$ cat config.mk
export PLATFORM = sky130hd
export DESIGN_NAME = seq_alu
export DESIGN_NICKNAME = d
export VERILOG_FILES = /design/src/rtl/seq_alu_pkg.sv /design/src/rtl/seq_alu_addsub.sv /design/src/rtl/seq_alu.sv
export SDC_FILE = /design/constraint.sdc
export NUM_CORES = 1
export LEC_CHECK = 0
export CELL_PAD_IN_SITES_DETAIL_PLACEMENT = 0
export CELL_PAD_IN_SITES_GLOBAL_PLACEMENT = 2
export CORE_MARGIN = 4
export CORE_UTILIZATION = 35
export DETAILED_ROUTE_END_ITERATION = 8
export PLACE_DENSITY = 0.88
export SETUP_SLACK_MARGIN = 0.5
export SYNTH_ARGS = -nofsm -noshare
export SYNTH_HDL_FRONTEND = slang
export SYNTH_SLANG_ARGS = --single-unit
export TNS_END_PERCENT = 20
$ cat constraint.sdc
create_clock -name clk -period 6.52 [get_ports clk]
set_clock_uncertainty 0.1 [all_clocks]
set_input_delay 0.978 -clock clk [delete_from_list [all_inputs] [get_ports clk]]
set_output_delay 0.978 -clock clk [all_outputs]
set_load 0.02 [all_outputs]
$ cat src/rtl/seq_alu_pkg.sv
// Shared definitions for the sequential ALU: operation encodings and FSM states.
package seq_alu_pkg;

  typedef enum logic [2:0] {
    OP_AND = 3'b000,
    OP_OR  = 3'b001,
    OP_ADD = 3'b010,
    OP_MUL = 3'b011,
    OP_SRL = 3'b100,
    OP_SLL = 3'b101,
    OP_SUB = 3'b110,
    OP_SLT = 3'b111
  } op_e;

  typedef enum logic [1:0] {
    IDLE = 2'd0,
    EXEC = 2'd1,
    DONE = 2'd2
  } state_e;

endpackage

$ cat src/rtl/seq_alu_addsub.sv
// Combinational adder/subtractor with carry-out and signed overflow.
// Ports:
//   a, b   : operands
//   sub    : 1 computes a + ~b + 1, 0 computes a + b
//   sum    : WIDTH-bit result
//   c_out  : carry out of the MSB (1 = no borrow when subtracting)
//   over   : signed overflow of the operation
module alu_addsub #(
  parameter int unsigned WIDTH = 32
) (
  input  logic [WIDTH-1:0] a,
  input  logic [WIDTH-1:0] b,
  input  logic             sub,
  output logic [WIDTH-1:0] sum,
  output logic             c_out,
  output logic             over
);

  logic [WIDTH-1:0] b_eff;
  logic [WIDTH:0]   full;

  always_comb begin
    b_eff = sub ? ~b : b;
    full  = {1'b0, a} + {1'b0, b_eff} + {{WIDTH{1'b0}}, sub};
    sum   = full[WIDTH-1:0];
    c_out = full[WIDTH];
    // Overflow: operands agree in sign but the sum does not.
    over  = (a[WIDTH-1] == b_eff[WIDTH-1]) && (sum[WIDTH-1] != a[WIDTH-1]);
  end

endmodule

$ cat src/rtl/seq_alu.sv
// Multi-cycle ALU: single-cycle logic/arith/compare, 1-bit-per-cycle shifts,
// shift-add multiply. valid/ready handshakes on both the issue and result sides.
// Ports:
//   clk, rst            : clock, asynchronous active-high reset
//   in_valid, in_ready  : issue handshake (in_ready only while idle)
//   oper, a, b          : operation and operands, captured on accept
//   out_valid, out_ready: result handshake; outputs held until taken
//   result, zero        : registered result and result==0 flag
//   c_out, over         : ADD/SUB carry and signed overflow, 0 otherwise
//   err                 : MUL requested in a build without a multiplier
module seq_alu
  import seq_alu_pkg::*;
#(
  parameter int unsigned WIDTH  = 32,
  parameter bit          MUL_EN = 1'b1
) (
  input  logic             clk,
  input  logic             rst,
  input  logic             in_valid,
  output logic             in_ready,
  input  logic [2:0]       oper,
  input  logic [WIDTH-1:0] a,
  input  logic [WIDTH-1:0] b,
  output logic             out_valid,
  input  logic             out_ready,
  output logic [WIDTH-1:0] result,
  output logic             zero,
  output logic             c_out,
  output logic             over,
  output logic             err
);

  localparam int unsigned SHAMT_W = $clog2(WIDTH);
  localparam int unsigned CNT_W   = SHAMT_W + 1;

  state_e           state;
  op_e              op_r;
  logic [WIDTH-1:0] work;   // shift operand, or multiplicand for MUL
  logic [WIDTH-1:0] mult;   // remaining multiplier bits
  logic [WIDTH-1:0] acc;    // MUL partial product
  logic [CNT_W-1:0] cnt;

  op_e              op_in;
  logic [SHAMT_W-1:0] shamt;
  logic [WIDTH-1:0] add_a, add_b, sum;
  logic             add_sub, add_c, add_v;

  logic [WIDTH-1:0] q_res;
  logic             q_c, q_v, q_err, q_long;
  logic [CNT_W-1:0] cnt_init;
  logic [WIDTH-1:0] s_work, s_acc, s_res;

  // Adder is shared: issue operands while idle, accumulate step while executing.
  always_comb begin
    op_in   = op_e'(oper);
    shamt   = b[SHAMT_W-1:0];
    add_a   = a;
    add_b   = b;
    add_sub = (op_in == OP_SUB) || (op_in == OP_SLT);
    if (state == EXEC) begin
      add_a   = acc;
      add_b   = work;
      add_sub = 1'b0;
    end
  end

  alu_addsub #(.WIDTH(WIDTH)) u_addsub (
    .a     (add_a),
    .b     (add_b),
    .sub   (add_sub),
    .sum   (sum),
    .c_out (add_c),
    .over  (add_v)
  );

  // Result of an op that completes on the accept edge, or whether it needs EXEC.
  always_comb begin
    q_res    = '0;
    q_c      = 1'b0;
    q_v      = 1'b0;
    q_err    = 1'b0;
    q_long   = 1'b0;
    cnt_init = CNT_W'(shamt);
    case (op_in)
      OP_AND: q_res = a & b;
      OP_OR:  q_res = a | b;
      OP_ADD, OP_SUB: begin
        q_res = sum;
        q_c   = add_c;
        q_v   = add_v;
      end
      // Signed less-than is the true sign of a-b, i.e. sum MSB corrected by overflow.
      OP_SLT: q_res = {{(WIDTH-1){1'b0}}, sum[WIDTH-1] ^ add_v};
      OP_SLL, OP_SRL: begin
        q_res  = a;
        q_long = (shamt != '0);
      end
      OP_MUL: begin
        cnt_init = CNT_W'(WIDTH);
        if (MUL_EN) q_long = 1'b1;
        else        q_err  = 1'b1;
      end
      default: q_res = '0;
    endcase
  end

  // One iteration of the shift or shift-add loop.
  always_comb begin
    s_work = (op_r == OP_SRL) ? (work >> 1) : (work << 1);
    s_acc  = mult[0] ? sum : acc;
    s_res  = (op_r == OP_MUL) ? s_acc : s_work;
  end

  always_ff @(posedge clk or posedge rst) begin
    if (rst) begin
      state     <= IDLE;
      op_r      <= OP_AND;
      work      <= '0;
      mult      <= '0;
      acc       <= '0;
      cnt       <= '0;
      in_ready  <= 1'b1;
      out_valid <= 1'b0;
      result    <= '0;
      zero      <= 1'b0;
      c_out     <= 1'b0;
      over      <= 1'b0;
      err       <= 1'b0;
    end else begin
      case (state)
        IDLE: begin
          if (in_valid) begin
            op_r     <= op_in;
            work     <= a;
            mult     <= b;
            acc      <= '0;
            cnt      <= cnt_init;
            in_ready <= 1'b0;
            if (q_long) begin
              state <= EXEC;
            end else begin
              state     <= DONE;
              out_valid <= 1'b1;
              result    <= q_res;
              zero      <= (q_res == '0);
              c_out     <= q_c;
              over      <= q_v;
              err       <= q_err;
            end
          end
        end
        EXEC: begin
          work <= s_work;
          mult <= mult >> 1;
          acc  <= s_acc;
          cnt  <= cnt - CNT_W'(1);
          if (cnt == CNT_W'(1)) begin
            state     <= DONE;
            out_valid <= 1'b1;
            result    <= s_res;
            zero      <= (s_res == '0);
            c_out     <= 1'b0;
            over      <= 1'b0;
            err       <= 1'b0;
          end
        end
        DONE: begin
          if (out_ready) begin
            state     <= IDLE;
            out_valid <= 1'b0;
            in_ready  <= 1'b1;
          end
        end
        default: state <= IDLE;
      endcase
    end
  end

endmodule

### After elaboration in Yosys (flattened, before gate mapping)

Index checks and enable logic that the tools add are counted.

* $add $sub $neg: 3
* equal/unequal tests: 18
* multiplexer cells: 51
* bitwise operators: 4
* reductions and logical operators: 18

Operators with widths (number)
* two-way mux 32 bit: 12
* case mux 32 bit (2 select lines): 4
* case mux 32 bit (5 select lines): 1
* zero test 32 bit: 2
* adder 32 x 32 -> 33 bit: 1
* adder 33 x 1 -> 33 bit: 1
* AND 32 bit: 1
* NOT 32 bit: 1
* OR 32 bit: 1
* two-way mux 1 bit: 19
* equality test 3 bit (second input constant): 5
* two-way mux 6 bit: 2
* case mux 1 bit (2 select lines): 6
* case mux 6 bit (2 select lines): 1
* equality test 3 x 2 -> 1 bit (second input constant): 3
* two-way mux 2 bit: 4
* equality test 6 x 1 -> 1 bit (second input constant): 1
* != test 2 bit (second input constant): 3
* case mux 2 bit (3 select lines): 1
* AND reduction 3 bit: 2
* subtractor 6 x 1 -> 6 bit (second input constant): 1
* AND reduction 5 bit: 1
* nonzero test 5 bit: 1
* AND reduction 2 bit: 2
* other kinds (16): 18

* register bits after elaboration: 145
* input bits: 71
* word-level logic and storage cells: 107

### Logic depth before layout (Yosys ltp)

* depth after elaboration: 14
* mapped depth: 20

### Hierarchy

A second synthesis with hierarchy kept.

* cells, all modules: 1496
* area, all modules: 11303.3 um2

Modules (own cells, without submodules)
* seq_alu: times used 1, cells an instance 1181, area an instance 9071.2 um2, seq. area each 3604.7 um2
* alu_addsub: times used 1, cells an instance 315, area an instance 2232.1 um2, seq. area each 0.0 um2

### Worst setup path before layout

No wires, ideal clock.

* path kind: input to register
* start: input port oper[1]
* end: register zero
* setup time: 0.095 ns
* arrival time: 4.647 ns
* slack: 1.678 ns
* cell stages on the path: 17
* buffers on the path: 2
* cell sequence: buf_6 nand2_2 buf_1 xor2_1 o21ai_0 ha_1 and3_4 and3_4 a21oi_2 a211oi_4 a21boi_2 o2111a_1 a211o_1 a2111oi_2 nand4_1 o41a_1 o31ai_1

* word-level cells in the longest chain between the ends: 14

Ends and longest elaborated chain
* start: declaration: line seq_alu.sv:21 `input logic [2:0] oper,`
* equality test 3 bit: line seq_alu.sv:59, seq_alu.sv:84
* logical OR 1 bit: line seq_alu.sv:59 `add_sub = (op_in == OP_SUB) || (op_in == OP_SLT);`
* two-way mux 1 bit: line seq_alu.sv:60 `if (state == EXEC) begin`
* two-way mux 32 bit: line seq_alu_addsub.sv:23 `b_eff = sub ? ~b : b;`
* adder 32 x 32 -> 33 bit: line seq_alu_addsub.sv:24 `full = {1'b0, a} + {1'b0, b_eff} + {{WIDTH{1'b0}}, sub};`
* adder 33 x 1 -> 33 bit: line seq_alu_addsub.sv:24
* != test 1 bit: line seq_alu_addsub.sv:28 `over = (a[WIDTH-1] == b_eff[WIDTH-1]) && (sum[WIDTH-1] != a[WIDTH-1]);`
* logical AND 1 bit: line seq_alu_addsub.sv:28
* XOR 1 bit: line seq_alu.sv:93 `OP_SLT: q_res = {{(WIDTH-1){1'b0}}, sum[WIDTH-1] ^ add_v};`
* case mux 32 bit (5 select lines): line seq_alu.sv:84 `case (op_in)`
* zero test 32 bit: line seq_alu.sv:145 `zero <= (q_res == '0);`
* two-way mux 1 bit: line seq_alu.sv:139 `if (q_long) begin`
* two-way mux 1 bit: line seq_alu.sv:132 `if (in_valid) begin`
* case mux 1 bit (2 select lines): line seq_alu.sv:130 `case (state)`
* end signal: assignment: line seq_alu.sv:145
* end signal: assignment: line seq_alu.sv:161 `zero <= (s_res == '0);`
* end: declaration: line seq_alu.sv:27 `output logic zero,`

Several ways; a longest one is shown, not always the timed one. The select of a mux whose other input is x is not followed.
A chain may end at the register's enable or synchronous reset.

### Worst setup path in the final report

* start: register state[1]
* end: register zero

* word-level cells in the longest chain between the ends: 14

Ends and longest elaborated chain
* start: declaration: line seq_alu.sv:36 `state_e state;`
* start signal: assignment: line seq_alu.sv:116 `state <= IDLE;`
* start signal: assignment: line seq_alu.sv:140 `state <= EXEC;`
* start signal: assignment: line seq_alu.sv:142 `state <= DONE;`
* equality test 2 x 1 -> 1 bit: line seq_alu.sv:60, seq_alu.sv:130
* two-way mux 32 bit: line seq_alu.sv:60
* NOT 32 bit: line seq_alu_addsub.sv:23
* two-way mux 32 bit: line seq_alu_addsub.sv:23
* adder 32 x 32 -> 33 bit: line seq_alu_addsub.sv:24
* adder 33 x 1 -> 33 bit: line seq_alu_addsub.sv:24
* != test 1 bit: line seq_alu_addsub.sv:28
* logical AND 1 bit: line seq_alu_addsub.sv:28
* XOR 1 bit: line seq_alu.sv:93
* case mux 32 bit (5 select lines): line seq_alu.sv:84
* zero test 32 bit: line seq_alu.sv:145
* two-way mux 1 bit: line seq_alu.sv:139
* two-way mux 1 bit: line seq_alu.sv:132
* case mux 1 bit (2 select lines): line seq_alu.sv:130

Several ways; a longest one is shown, not always the timed one. The select of a mux whose other input is x is not followed.

==> results.sh <==
export IMPL_clock_latency_ps=450
export IMPL_vias_per_cell=6.06
export IMPL_grt_max_degree=63
export IMPL_yosysWarningCount=0
export IMPL_syn_instance_count=1523
export IMPL_setup_tns_ps=0
export IMPL_synthArstFlopShare=1.00
export IMPL_p_per_area_nw_per_um2=558
export IMPL_cts_tree="done"
export IMPL_synth_edf_count=0
export IMPL_drv_cap=0
export IMPL_totalWireLength_um=50500
export IMPL_synth_area_um2=11700
export IMPL_synth_fp_nets=1628
export IMPL_initial_utilization=0.357
export IMPL_hold_buffers=0
export IMPL_cp_start_kind="register"
export IMPL_htree_levels=4
export IMPL_grt_overflow_total=0
export IMPL_ys_seq_area_frac=0.309
export IMPL_rows=66
export IMPL_grt_pass1_vias=11527
export IMPL_wire_per_inst_um=25.0
export IMPL_drive_above_1_share=0.0740
export IMPL_num_antenna_cells=0
export IMPL_arrival_ps=5600
export IMPL_cp_slowest_stage_delay_ps=710
export IMPL_drtPass1Iterations=6
export IMPL_fp_dieArea_um2=36400
export IMPL_fp_dieW_um=191
export IMPL_ff2ff_setup_slack_ps=1160
export IMPL_relSlewSlack=0.222
export IMPL_finalHoldViolCount=0
export IMPL_clk_path_buf_depth=2
export IMPL_cp_max_fo=32
export IMPL_grt_pass1_wl_um=75600
export IMPL_report_final_setup_viol=0
export IMPL_synthTopCellsByArea="dfrtp_1 31%, nand2_1 9.3%, o21ai_0 7.5%"
export IMPL_coreArea_um2=32700
export IMPL_routabilityCongestion=1.03
export IMPL_syn_avg_cell_area_um2=7.67
export IMPL_crit_path_end_kind="register"
export IMPL_drtAntennaViolNets=0
export IMPL_n_fill_cell=3412
export IMPL_fin_util=0.421
export IMPL_crit_path_frequent_cell="nand2_1"
export IMPL_die_y_um=191
export IMPL_clock_sinks=144
export IMPL_track_usage=0.273
export IMPL_cts_setup_buffers=0
export IMPL_final_nets=1673
export IMPL_worstPathRequired_ps=6770
export IMPL_max_freq_ghz=0.187
export IMPL_clkTransAtPathRegs_ps=70
export IMPL_dr_total_vias=12267
export IMPL_post_route_period_util=0.822
export IMPL_syn2layout_area_growth_pct=17.8
export IMPL_cts_made_buffers=17
export IMPL_cp_num_buf_inv=1
export IMPL_cts_root_buf="clkbuf_16"
export IMPL_numPortBuffers=107
export IMPL_antenna_found_initial=1
export IMPL_synth_area_leader_cell="dfrtp_1"
export IMPL_dominantRegCellSynth="dfrtp_1"
export IMPL_tightest_slew_ps=1160
export IMPL_grt_setup_unrepaired="false"
export IMPL_ir_worst_vdd_mv=0.264
export IMPL_worst_path_max_delay_cell="dfrtp_2"
export IMPL_io_pins=109
export IMPL_drv_slew=0
export IMPL_cpLargestDelayFamily="compound AO/OA/AOI/OAI gates"
export IMPL_status="finished, final reports clean"
export IMPL_ys_types=89
export IMPL_worst_hold_path_type="register to register"
export IMPL_ctsResizeCount=0
export IMPL_path_class="register to register"
export IMPL_worstPathCellList="nand2b_2, buf_4, nand2_1, nand2_1, ha_1, a21oi_1, o21ai_0, o41ai_1, nand2_1, o311a_2, xnor2_1, o22ai_1, a2111oi_2, nand4_1, o41a_1, o31ai_1"
export IMPL_synth_top_area_frac=0.306
export IMPL_drc_errors=0
export IMPL_synth_seq_cells=144
export IMPL_p_leak_nw=5.63
export IMPL_fin_crit_ps=5360
export IMPL_hpwl_um=36800
export IMPL_first_iter_violations=1502
-- report_power, final --
| group | switching [mW] | internal (mW) | total [mW] | leakage [nW] |
|---|---|---|---|---|
| logic | 3.15 | 1.72 | 4.87 | 3.54 |
| registers | 0.393 | 1.31 | 1.70 | 1.79 |
| clock network | 0.473 | 0.631 | 1.10 | 0.298 |
| total | 4.02 | 3.67 | 7.68 | 5.63 |
-- placed cells by master, fill, tap and decap left out, types with 7 or more instances in the layout --
cell type,n
inv_1,22
xnor2_1,8
o211ai_1,8
a21oi_1,151
clkdlybuf4s50_1,106
o21a_1,16
nor3b_1,29
nand4_1,11
o21bai_1,7
nand3_1,13
a31oi_1,42
and2_1,38
a21o_1,15
nor2_1,69
a22oi_1,9
o22a_1,31
buf_4,38
nor4_1,8
nor3_1,22
o31ai_1,11
a22o_1,26
mux2i_1,38
nand2_1,288
ha_1,33
o21ai_0,175
clkbuf_16,17
xor2_1,48
dfrtp_1,141
o22ai_1,11
a211oi_1,16
-- routing by layer --
layer	share of wire	track usage
met2	0.40	0.380
met4	0.027	0.0793
met1	0.48	0.421
met5	0	0
met3	0.092	0.0580
-- path summary, 6_finish.rpt --
check                                  startpoint                      to  cells past startpoint
max in group asynchronous                     rst      acc[6]$_DFFE_PP0P_                      3
min in group asynchronous                     rst   result[5]$_DFFE_PP0P_                      2
hold / removal             result[14]$_DFFE_PP0P_  result[14]$_DFFE_PP0P_                      1
hold reg to reg            result[14]$_DFFE_PP0P_  result[14]$_DFFE_PP0P_                      1
setup / recovery             state[1]$_DFFE_PP0P_        zero$_DFFE_PP0P_                     16
setup reg to reg             state[1]$_DFFE_PP0P_        zero$_DFFE_PP0P_                     16
-- logic make-up after synthesis --
logic type / Yosys count / synth area share
AND/OR/NAND/NOR: 527 / 0.209
multiplexers: 43 / 0.0374
adder cells (fa/ha/maj): 34 / 0.0371
AO/OA/AOI/OAI: 575 / 0.312
flip-flops: 144 / 0.309
other: 1 / 0.000321
XOR/XNOR: 56 / 0.0420
buffers and inverters: 143 / 0.0544
-- Yosys cell counts, drive strengths merged, types with 13 or more instances --
library cell    n
o21ai         180
a211oi         17
nand3          13
mux2i          38
nor3b          29
ha             33
o21a           16
o22a           31
nor2           73
xor2           48
dfrtp         143
buf            32
inv            23
nand2         289
and2           40
a22o           26
a31oi          42
nor3           22
a21oi         154
clkbuf         87
a21o           17
-- state kept, by name (all words and copies together), names as in the netlist --
register   flops
acc           32
mult          32
result        32
work          32
cnt            6
op_r           3
state          2
c_out          1
in_ready       1
out_valid      1
over           1
zero           1
-- through the flow --
stage	worst slack (ps)	power [mW]	hold WS (ps)	cells	area [um^2]
finish	1160	7.68	374	2023	13800
global route	836	8.19	401	2023	13800
CTS	1270	7.59	379	2023	13800
detailed placement	824	6.46	363	1991	13100
global placement	842	6.46	355	1991	13100
floorplan	1580	4.86	342	1523	11700
-- cell type report --
| type | instances | area, um^2 | share of cell area |
|---|---|---|---|
| clock buffer | 19 | 453 | 0.0329 |
| clock inverter | 13 | 174 | 0.0126 |
| inverter | 23 | 91.3 | 0.00664 |
| multi-input combinational | 1236 | 7510 | 0.546 |
| sequential | 144 | 3610 | 0.262 |
| tap | 442 | 553 | 0.0402 |
| timing repair buffer | 146 | 1370 | 0.0997 |
Note: power is estimated with default switching activity, not from simulation.
